===== src/rtl/io_pkg.sv =====
// Shared constants for the memory-mapped input-capture block: register
// address bits, EDGE field offsets and the register-select decode.
package io_pkg;

    localparam int IO_KEY_bit  = 4;
    localparam int IO_SW_bit   = 5;
    localparam int IO_EDGE_bit = 6;
    localparam int IO_MASK_bit = 7;

    localparam int EDGE_KEY_OFS = 0;
    localparam int EDGE_SW_OFS  = 16;

    typedef enum logic [2:0] {
        REG_NONE,
        REG_KEY,
        REG_SW,
        REG_EDGE,
        REG_MASK
    } reg_sel_e;

    // hit = addr[IO_MASK_bit:IO_KEY_bit]; lower address bit wins
    function automatic reg_sel_e decode_reg(input logic sel, input logic [3:0] hit);
        if (!sel)        return REG_NONE;
        if (hit[0])      return REG_KEY;
        if (hit[1])      return REG_SW;
        if (hit[2])      return REG_EDGE;
        if (hit[3])      return REG_MASK;
        return REG_NONE;
    endfunction

endpackage


===== src/rtl/io_input_capture_if.sv =====
// CPU-side register bus of io_input_capture: select, address, store data,
// store strobe and combinational read data.
interface io_input_capture_if;

    logic        sel;
    logic [31:0] addr;
    logic [31:0] writedata;
    logic        memwrite;
    logic [31:0] readdata;

    modport master (output sel, output addr, output writedata, output memwrite,
                    input  readdata);

    modport slave  (input  sel, input  addr, input  writedata, input  memwrite,
                    output readdata);

endinterface


===== src/rtl/io_input_capture_debounce.sv =====
// One input bit: 2-flop synchronizer followed by a saturating debounce
// counter; 'update' pulses in the cycle the stable level is about to flip.
module io_debounce #(
    parameter int   DB_CYCLES = 4,
    parameter logic RST_VAL   = 1'b0
) (
    input  logic clk,
    input  logic reset,
    input  logic raw,
    output logic stable,
    output logic update
);

    localparam int CW = $clog2(DB_CYCLES + 1);

    logic          sync1_q, sync1_d;
    logic          sync2_q, sync2_d;
    logic          stable_q, stable_d;
    logic [CW-1:0] cnt_q, cnt_d;

    always_comb begin
        sync1_d  = raw;
        sync2_d  = sync1_q;
        stable_d = stable_q;
        cnt_d    = cnt_q;
        update   = 1'b0;
        if (sync2_q == stable_q) begin
            cnt_d = '0;
        end else if (cnt_q == CW'(DB_CYCLES)) begin
            // counter has seen DB_CYCLES differing cycles: accept the level
            stable_d = sync2_q;
            cnt_d    = '0;
            update   = 1'b1;
        end else begin
            cnt_d = cnt_q + CW'(1);
        end
    end

    always_ff @(posedge clk or negedge reset) begin
        if (!reset) begin
            sync1_q  <= RST_VAL;
            sync2_q  <= RST_VAL;
            stable_q <= RST_VAL;
            cnt_q    <= '0;
        end else begin
            sync1_q  <= sync1_d;
            sync2_q  <= sync2_d;
            stable_q <= stable_d;
            cnt_q    <= cnt_d;
        end
    end

    assign stable = stable_q;

endmodule


===== src/rtl/io_input_capture.sv =====
// Debounced push-button / slide-switch capture with sticky W1C edge flags.
// Optional irq mask and registered irq under `define IO_CAPTURE_IRQ_EN.
module io_input_capture
    import io_pkg::*;
#(
    parameter int NKEY      = 4,
    parameter int NSW       = 10,
    parameter int DB_CYCLES = 4
) (
    input  logic                clk,
    input  logic                reset,
    input  logic [NKEY-1:0]     key_in,
    input  logic [NSW-1:0]      sw_in,
    io_input_capture_if.slave   bus
`ifdef IO_CAPTURE_IRQ_EN
    ,
    output logic                irq
`endif
);

    logic [NKEY-1:0] key_stable, key_upd;
    logic [NSW-1:0]  sw_stable,  sw_upd;

    for (genvar i = 0; i < NKEY; i++) begin : g_key
        io_debounce #(.DB_CYCLES(DB_CYCLES), .RST_VAL(1'b1)) u_db (
            .clk    (clk),
            .reset  (reset),
            .raw    (key_in[i]),
            .stable (key_stable[i]),
            .update (key_upd[i])
        );
    end

    for (genvar j = 0; j < NSW; j++) begin : g_sw
        io_debounce #(.DB_CYCLES(DB_CYCLES), .RST_VAL(1'b0)) u_db (
            .clk    (clk),
            .reset  (reset),
            .raw    (sw_in[j]),
            .stable (sw_stable[j]),
            .update (sw_upd[j])
        );
    end

    reg_sel_e        rsel;
    logic            edge_wr;
    logic [NKEY-1:0] key_edge_q, key_edge_d;
    logic [NSW-1:0]  sw_edge_q,  sw_edge_d;
    logic [31:0]     edge_word;

    assign rsel    = decode_reg(bus.sel, bus.addr[IO_MASK_bit:IO_KEY_bit]);
    assign edge_wr = bus.memwrite & bus.sel & bus.addr[IO_EDGE_bit];

    // clear first, then OR in new edges so a same-cycle event survives the W1C
    always_comb begin
        key_edge_d = key_edge_q;
        sw_edge_d  = sw_edge_q;
        if (edge_wr) begin
            key_edge_d = key_edge_d & ~bus.writedata[EDGE_KEY_OFS +: NKEY];
            sw_edge_d  = sw_edge_d  & ~bus.writedata[EDGE_SW_OFS +: NSW];
        end
        key_edge_d = key_edge_d | (key_upd & key_stable);
        sw_edge_d  = sw_edge_d  | sw_upd;
    end

    always_ff @(posedge clk or negedge reset) begin
        if (!reset) begin
            key_edge_q <= '0;
            sw_edge_q  <= '0;
        end else begin
            key_edge_q <= key_edge_d;
            sw_edge_q  <= sw_edge_d;
        end
    end

    always_comb begin
        edge_word = '0;
        edge_word[EDGE_KEY_OFS +: NKEY] = key_edge_q;
        edge_word[EDGE_SW_OFS +: NSW]   = sw_edge_q;
    end

`ifdef IO_CAPTURE_IRQ_EN
    logic            mask_wr;
    logic [NKEY-1:0] key_mask_q, key_mask_d;
    logic [NSW-1:0]  sw_mask_q,  sw_mask_d;
    logic            irq_q, irq_d;
    logic [31:0]     mask_word;

    assign mask_wr = bus.memwrite & bus.sel & bus.addr[IO_MASK_bit];

    always_comb begin
        key_mask_d = key_mask_q;
        sw_mask_d  = sw_mask_q;
        if (mask_wr) begin
            key_mask_d = bus.writedata[EDGE_KEY_OFS +: NKEY];
            sw_mask_d  = bus.writedata[EDGE_SW_OFS +: NSW];
        end
        irq_d = |{key_edge_q & key_mask_q, sw_edge_q & sw_mask_q};
    end

    always_ff @(posedge clk or negedge reset) begin
        if (!reset) begin
            key_mask_q <= '0;
            sw_mask_q  <= '0;
            irq_q      <= 1'b0;
        end else begin
            key_mask_q <= key_mask_d;
            sw_mask_q  <= sw_mask_d;
            irq_q      <= irq_d;
        end
    end

    always_comb begin
        mask_word = '0;
        mask_word[EDGE_KEY_OFS +: NKEY] = key_mask_q;
        mask_word[EDGE_SW_OFS +: NSW]   = sw_mask_q;
    end

    assign irq = irq_q;
`endif

    always_comb begin
        bus.readdata = '0;
        case (rsel)
            REG_KEY:  bus.readdata = 32'(key_stable);
            REG_SW:   bus.readdata = 32'(sw_stable);
            REG_EDGE: bus.readdata = edge_word;
`ifdef IO_CAPTURE_IRQ_EN
            REG_MASK: bus.readdata = mask_word;
`endif
            default:  bus.readdata = '0;
        endcase
    end

    logic unused_bus;
    assign unused_bus = ^{bus.addr, bus.writedata};

endmodule


===== src/flat_wrapper.sv =====
// flat-port wrapper written by rule: the top's interface ports become plain ports
module io_input_capture_flat import io_pkg::*;
#(
    parameter int NKEY      = 4,
    parameter int NSW       = 10,
    parameter int DB_CYCLES = 4
)
  (clk, reset, key_in, sw_in, bus_sel, bus_addr, bus_writedata, bus_memwrite, bus_readdata);
  io_input_capture_if bus_i ();
  input  logic clk;
  input  logic reset;
  input  logic [NKEY-1:0] key_in;
  input  logic [NSW-1:0] sw_in;
  input wire logic [$bits(bus_i.sel)-1:0] bus_sel;
  input wire logic [$bits(bus_i.addr)-1:0] bus_addr;
  input wire logic [$bits(bus_i.writedata)-1:0] bus_writedata;
  input wire logic [$bits(bus_i.memwrite)-1:0] bus_memwrite;
  output wire logic [$bits(bus_i.readdata)-1:0] bus_readdata;
  assign bus_i.sel = bus_sel;
  assign bus_i.addr = bus_addr;
  assign bus_i.writedata = bus_writedata;
  assign bus_i.memwrite = bus_memwrite;
  assign bus_readdata = bus_i.readdata;
  io_input_capture #(.NKEY(NKEY), .NSW(NSW), .DB_CYCLES(DB_CYCLES)) u_core (.clk(clk), .reset(reset), .key_in(key_in), .sw_in(sw_in), .bus(bus_i));
endmodule

===== config.mk =====
export PLATFORM = sky130hd
export DESIGN_NAME = io_input_capture_flat
export DESIGN_NICKNAME = d
export VERILOG_FILES = /design/src/rtl/io_pkg.sv /design/src/rtl/io_input_capture_if.sv /design/src/rtl/io_input_capture_debounce.sv /design/src/rtl/io_input_capture.sv /design/src/flat_wrapper.sv
export SDC_FILE = /design/constraint.sdc
export NUM_CORES = 1
export LEC_CHECK = 0
export ABC_AREA = 1
export ABC_CLOCK_PERIOD_IN_PS = 1400
export BUFFER_PORTS_ARGS = -buffer_cell sky130_fd_sc_hd__buf_2
export CORE_MARGIN = 1.5
export CORE_UTILIZATION = 54
export CTS_CLUSTER_DIAMETER = 200
export CTS_CLUSTER_SIZE = 12
export DETAILED_ROUTE_END_ITERATION = 7
export PLACE_DENSITY = 0.88
export RECOVER_POWER = 100
export SLEW_MARGIN = 40
export SYNTH_ARGS = -nofsm -noshare
export SYNTH_HDL_FRONTEND = slang
export SYNTH_HIERARCHICAL = 1
export SYNTH_SLANG_ARGS = --single-unit

===== constraint.sdc =====
create_clock -name clk -period 1.4 [get_ports clk]
set_clock_uncertainty 0.05 [all_clocks]
set_input_delay 0 -clock clk [delete_from_list [all_inputs] [get_ports clk]]
set_output_delay 0 -clock clk [all_outputs]
set_load 0.02 [all_outputs]

==> run metrics <==
Post-Synthesis Cells=537; Yosys reg bits=98; worst-case hold path end point=u_core/key_edge_q[2]; top cells by count, synth=129 x inv_1, 97 x nand2_1, 86 x dfrtp_1, 82 x nor2_1; outcome=completed; post-synthesis sequential area ratio=a little over half; worst reg2reg path endpoint=u_core/sw_edge_q[2]; Detailed Routing Iterations Pass 1=4; Worst setup EP type=output port; Area contributors post-synth=dfrtp_1 46%, inv_1 10%, nand2_1 7.7%; Leak Pwr=slightly below 0.003 µW; TritonCTS buffer count=9; WS Path Type=register to output port; first-pass GRT wire length=13800 µm; fraction of registers with async set/reset=100%; r2r startpoint=u_core/g_sw[2].u_db/cnt_q[0]; Period minus WS final=1.36 ns; fin util=about two thirds; post-route ant nets=0; n_diodes=0; Area growth, synth to finish=15.8%; reg2reg path depth=5; finished layout cell area=5450 µm²; Setup crit start kind=register; initial antenna violation count=0; Slew Limit Headroom=50.8%; Syn Std Cell Area=4710 µm²; Max Freq=0.738 GHz; clock sinks=98; H-tree levels=3; top cell type's share of synthesized area=45.7%; total power=8750 µW; vias in the first global route=between 3000 and 4000; CTS tree=done; worst skew pair latency=0.37 ns; max_cap viols=0; Hold Vio Cnt, Final=0; Initial DRC Count=137; area leader, netlist=dfrtp_1; cell area after placement=approximately 5100 µm²; Core Area=8340 µm²; vias per cell=4.57; maximum vdd drop=0.679 mV; non-filler cells, final=742; Worst EP required=1.35 ns; Reg2Reg Setup Slack=roughly 0.24 ns; clk buf depth=2; Net count, final=742; pin count of the biggest net entering global routing=31; post-synth cell types=20; crit path DAT=1.31 ns; part of the cycle the worst path needs=a little over nine tenths; HP Start=bus_memwrite; syn_area_per_cell=8.77 µm²; average wire per standard cell=~11 µm; count leader, synth=inv_1; Slew Limit Fails=0; die height=96.4 µm; Least-Margin Pin Slew=between 0.7 and 0.8 ns; EDFF count, synth=0; crit-path max FO=5; port bufs=54; initial core utilization=56.5%; Hold WC Path Type=primary input to register; hpwl dp=between 6000 and 7000 µm; worst hold path depth=4; total congestion overflow=0; Routability Congestion=0.790; predominant post-synthesis flop cell=dfrtp_1; Clk pin slew, worst setup/hold paths=0.10 ns; area of the die=9290 µm²; pwr dens=1600 nW/µm²; Ys Warns=6; via count=~3400; Tot GR Track Use=19.7%; Die Width=96.4 µm; DR DRC count=0; final wirelength=8180 µm; Clock Tree Root=clkbuf_8; Std-Cell Rows=33; dpl cells=697; share of layout cells above drive strength 1=between 10% and 20%; I/O pin count=114; # setup viols final=0
==> cells in the final DEF (no fill, tap or decap), types with 12 or more instances in the layout <==
master / instances
inv_1: 129
nand2_1: 112
dfrtp_1: 86
nor2_1: 82
buf_2: 33
dlygate4sd3_1: 29
ha_1: 28
nand3_1: 23
clkbuf_1: 16
o21ai_1: 14
nand2_2: 13
conb_1: 12
dfstp_2: 12
==> how the worst max path moves through the flow <==
| stage | startpoint | endpoint | cells after the start |
|---|---|---|---|
| 2_1_floorplan | u_core/g_sw[0].u_db/cnt_q[0] | u_core/sw_edge_q[0] | 5 |
| 3_3_place_gp | u_core/g_sw[3].u_db/cnt_q[0] | u_core/sw_edge_q[3] | 5 |
| 3_5_place_dp | u_core/g_sw[2].u_db/cnt_q[0] | u_core/sw_edge_q[2] | 5 |
| 4_1_cts | u_core/g_key[3].u_db/stable | bus_readdata[3] | 3 |
| 5_1_grt | u_core/g_key[3].u_db/stable | bus_readdata[3] | 3 |
| 6_report | u_core/g_key[3].u_db/stable | bus_readdata[3] | 3 |
==> where the power goes <==
group / switching [µW] / total, µW / internal [µW] / leakage (µW)
Combinational: 1580 / 2640 / 1050 / 0.00162
Clock: 1040 / 1770 / 732 / 0.0000969
Sequential: 613 / 4340 / 3730 / 0.00122
Total: 3240 / 8750 / 5510 / 0.00293
==> worst max-delay path: stages (launching register included) <==
cell	delay [ns]
dfstp_2	0.58
nand2_1	0.06
nand3_1	0.13
buf_4	0.16
==> area by class of cell <==
class	count	area, µm²
repair buffers	87	596
well taps	105	131
fillers	705	2890
clock buffers	10	138
flip-flops and latches	98	2470
multi-input cells	306	1580
inverters	130	488
clock inverters	6	56.3
==> logic make-up (layout without fill, tap and decap cells) <==
kind of cell	Yosys count	after routing	synth area share (%)
adders and majority gates	28	28	7.44
DFF	98	98	52.4
buffers and inverters	144	233	12.7
other	1	12	0.0796
and+or+nand+nor	238	238	23.5
AOI/OAI and AO/OA	28	28	3.82
==> state kept, by name, summed over array words and instances, names as in the netlist <==
name and flops:
u_core/g_sw.u_db/stable 10, u_core/g_key.u_db/sync2_q 4, u_core/g_key.u_db/stable 4, u_core/g_sw.u_db/cnt_q 30, u_core/key_edge_q 4, u_core/sw_edge_q 10, u_core/g_sw.u_db/sync1_q 10, u_core/g_key.u_db/cnt_q 12
u_core/g_sw.u_db/sync2_q 10, u_core/g_key.u_db/sync1_q 4
==> stage by stage <==
stage          hold slack [ns]  setup slack, ns  TNS (ns)
3_5_place_dp           -0.0974            0.283         0
6_report                0.0580           0.0442         0
3_3_place_gp           -0.0942            0.321         0
2_1_floorplan           -0.346            0.384         0
4_1_cts                 0.0245           0.0183         0
5_1_grt                 0.0630          -0.0120   -0.0120
==> metal layers <==
| layer | routed length (µm) | global-route usage, % | up-vias |
|---|---|---|---|
| met4 | 95 | 6.76 | 0 |
| met5 | 0 | 0 | - |
| li1 | - | - | 1738 |
| met2 | 4420 | 37.7 | 61 |
| met1 | 3350 | 21.2 | 1585 |
| met3 | 314 | 4.54 | 9 |
==> what timing repair did <==
item	CTS	global route
gates resized for setup	0	1
hold buffers	29	0
hold endpoints to repair	124	0
endpoints found under the setup margin	0	1
setup buffers	0	0
Power figures use the tool's default switching activity.
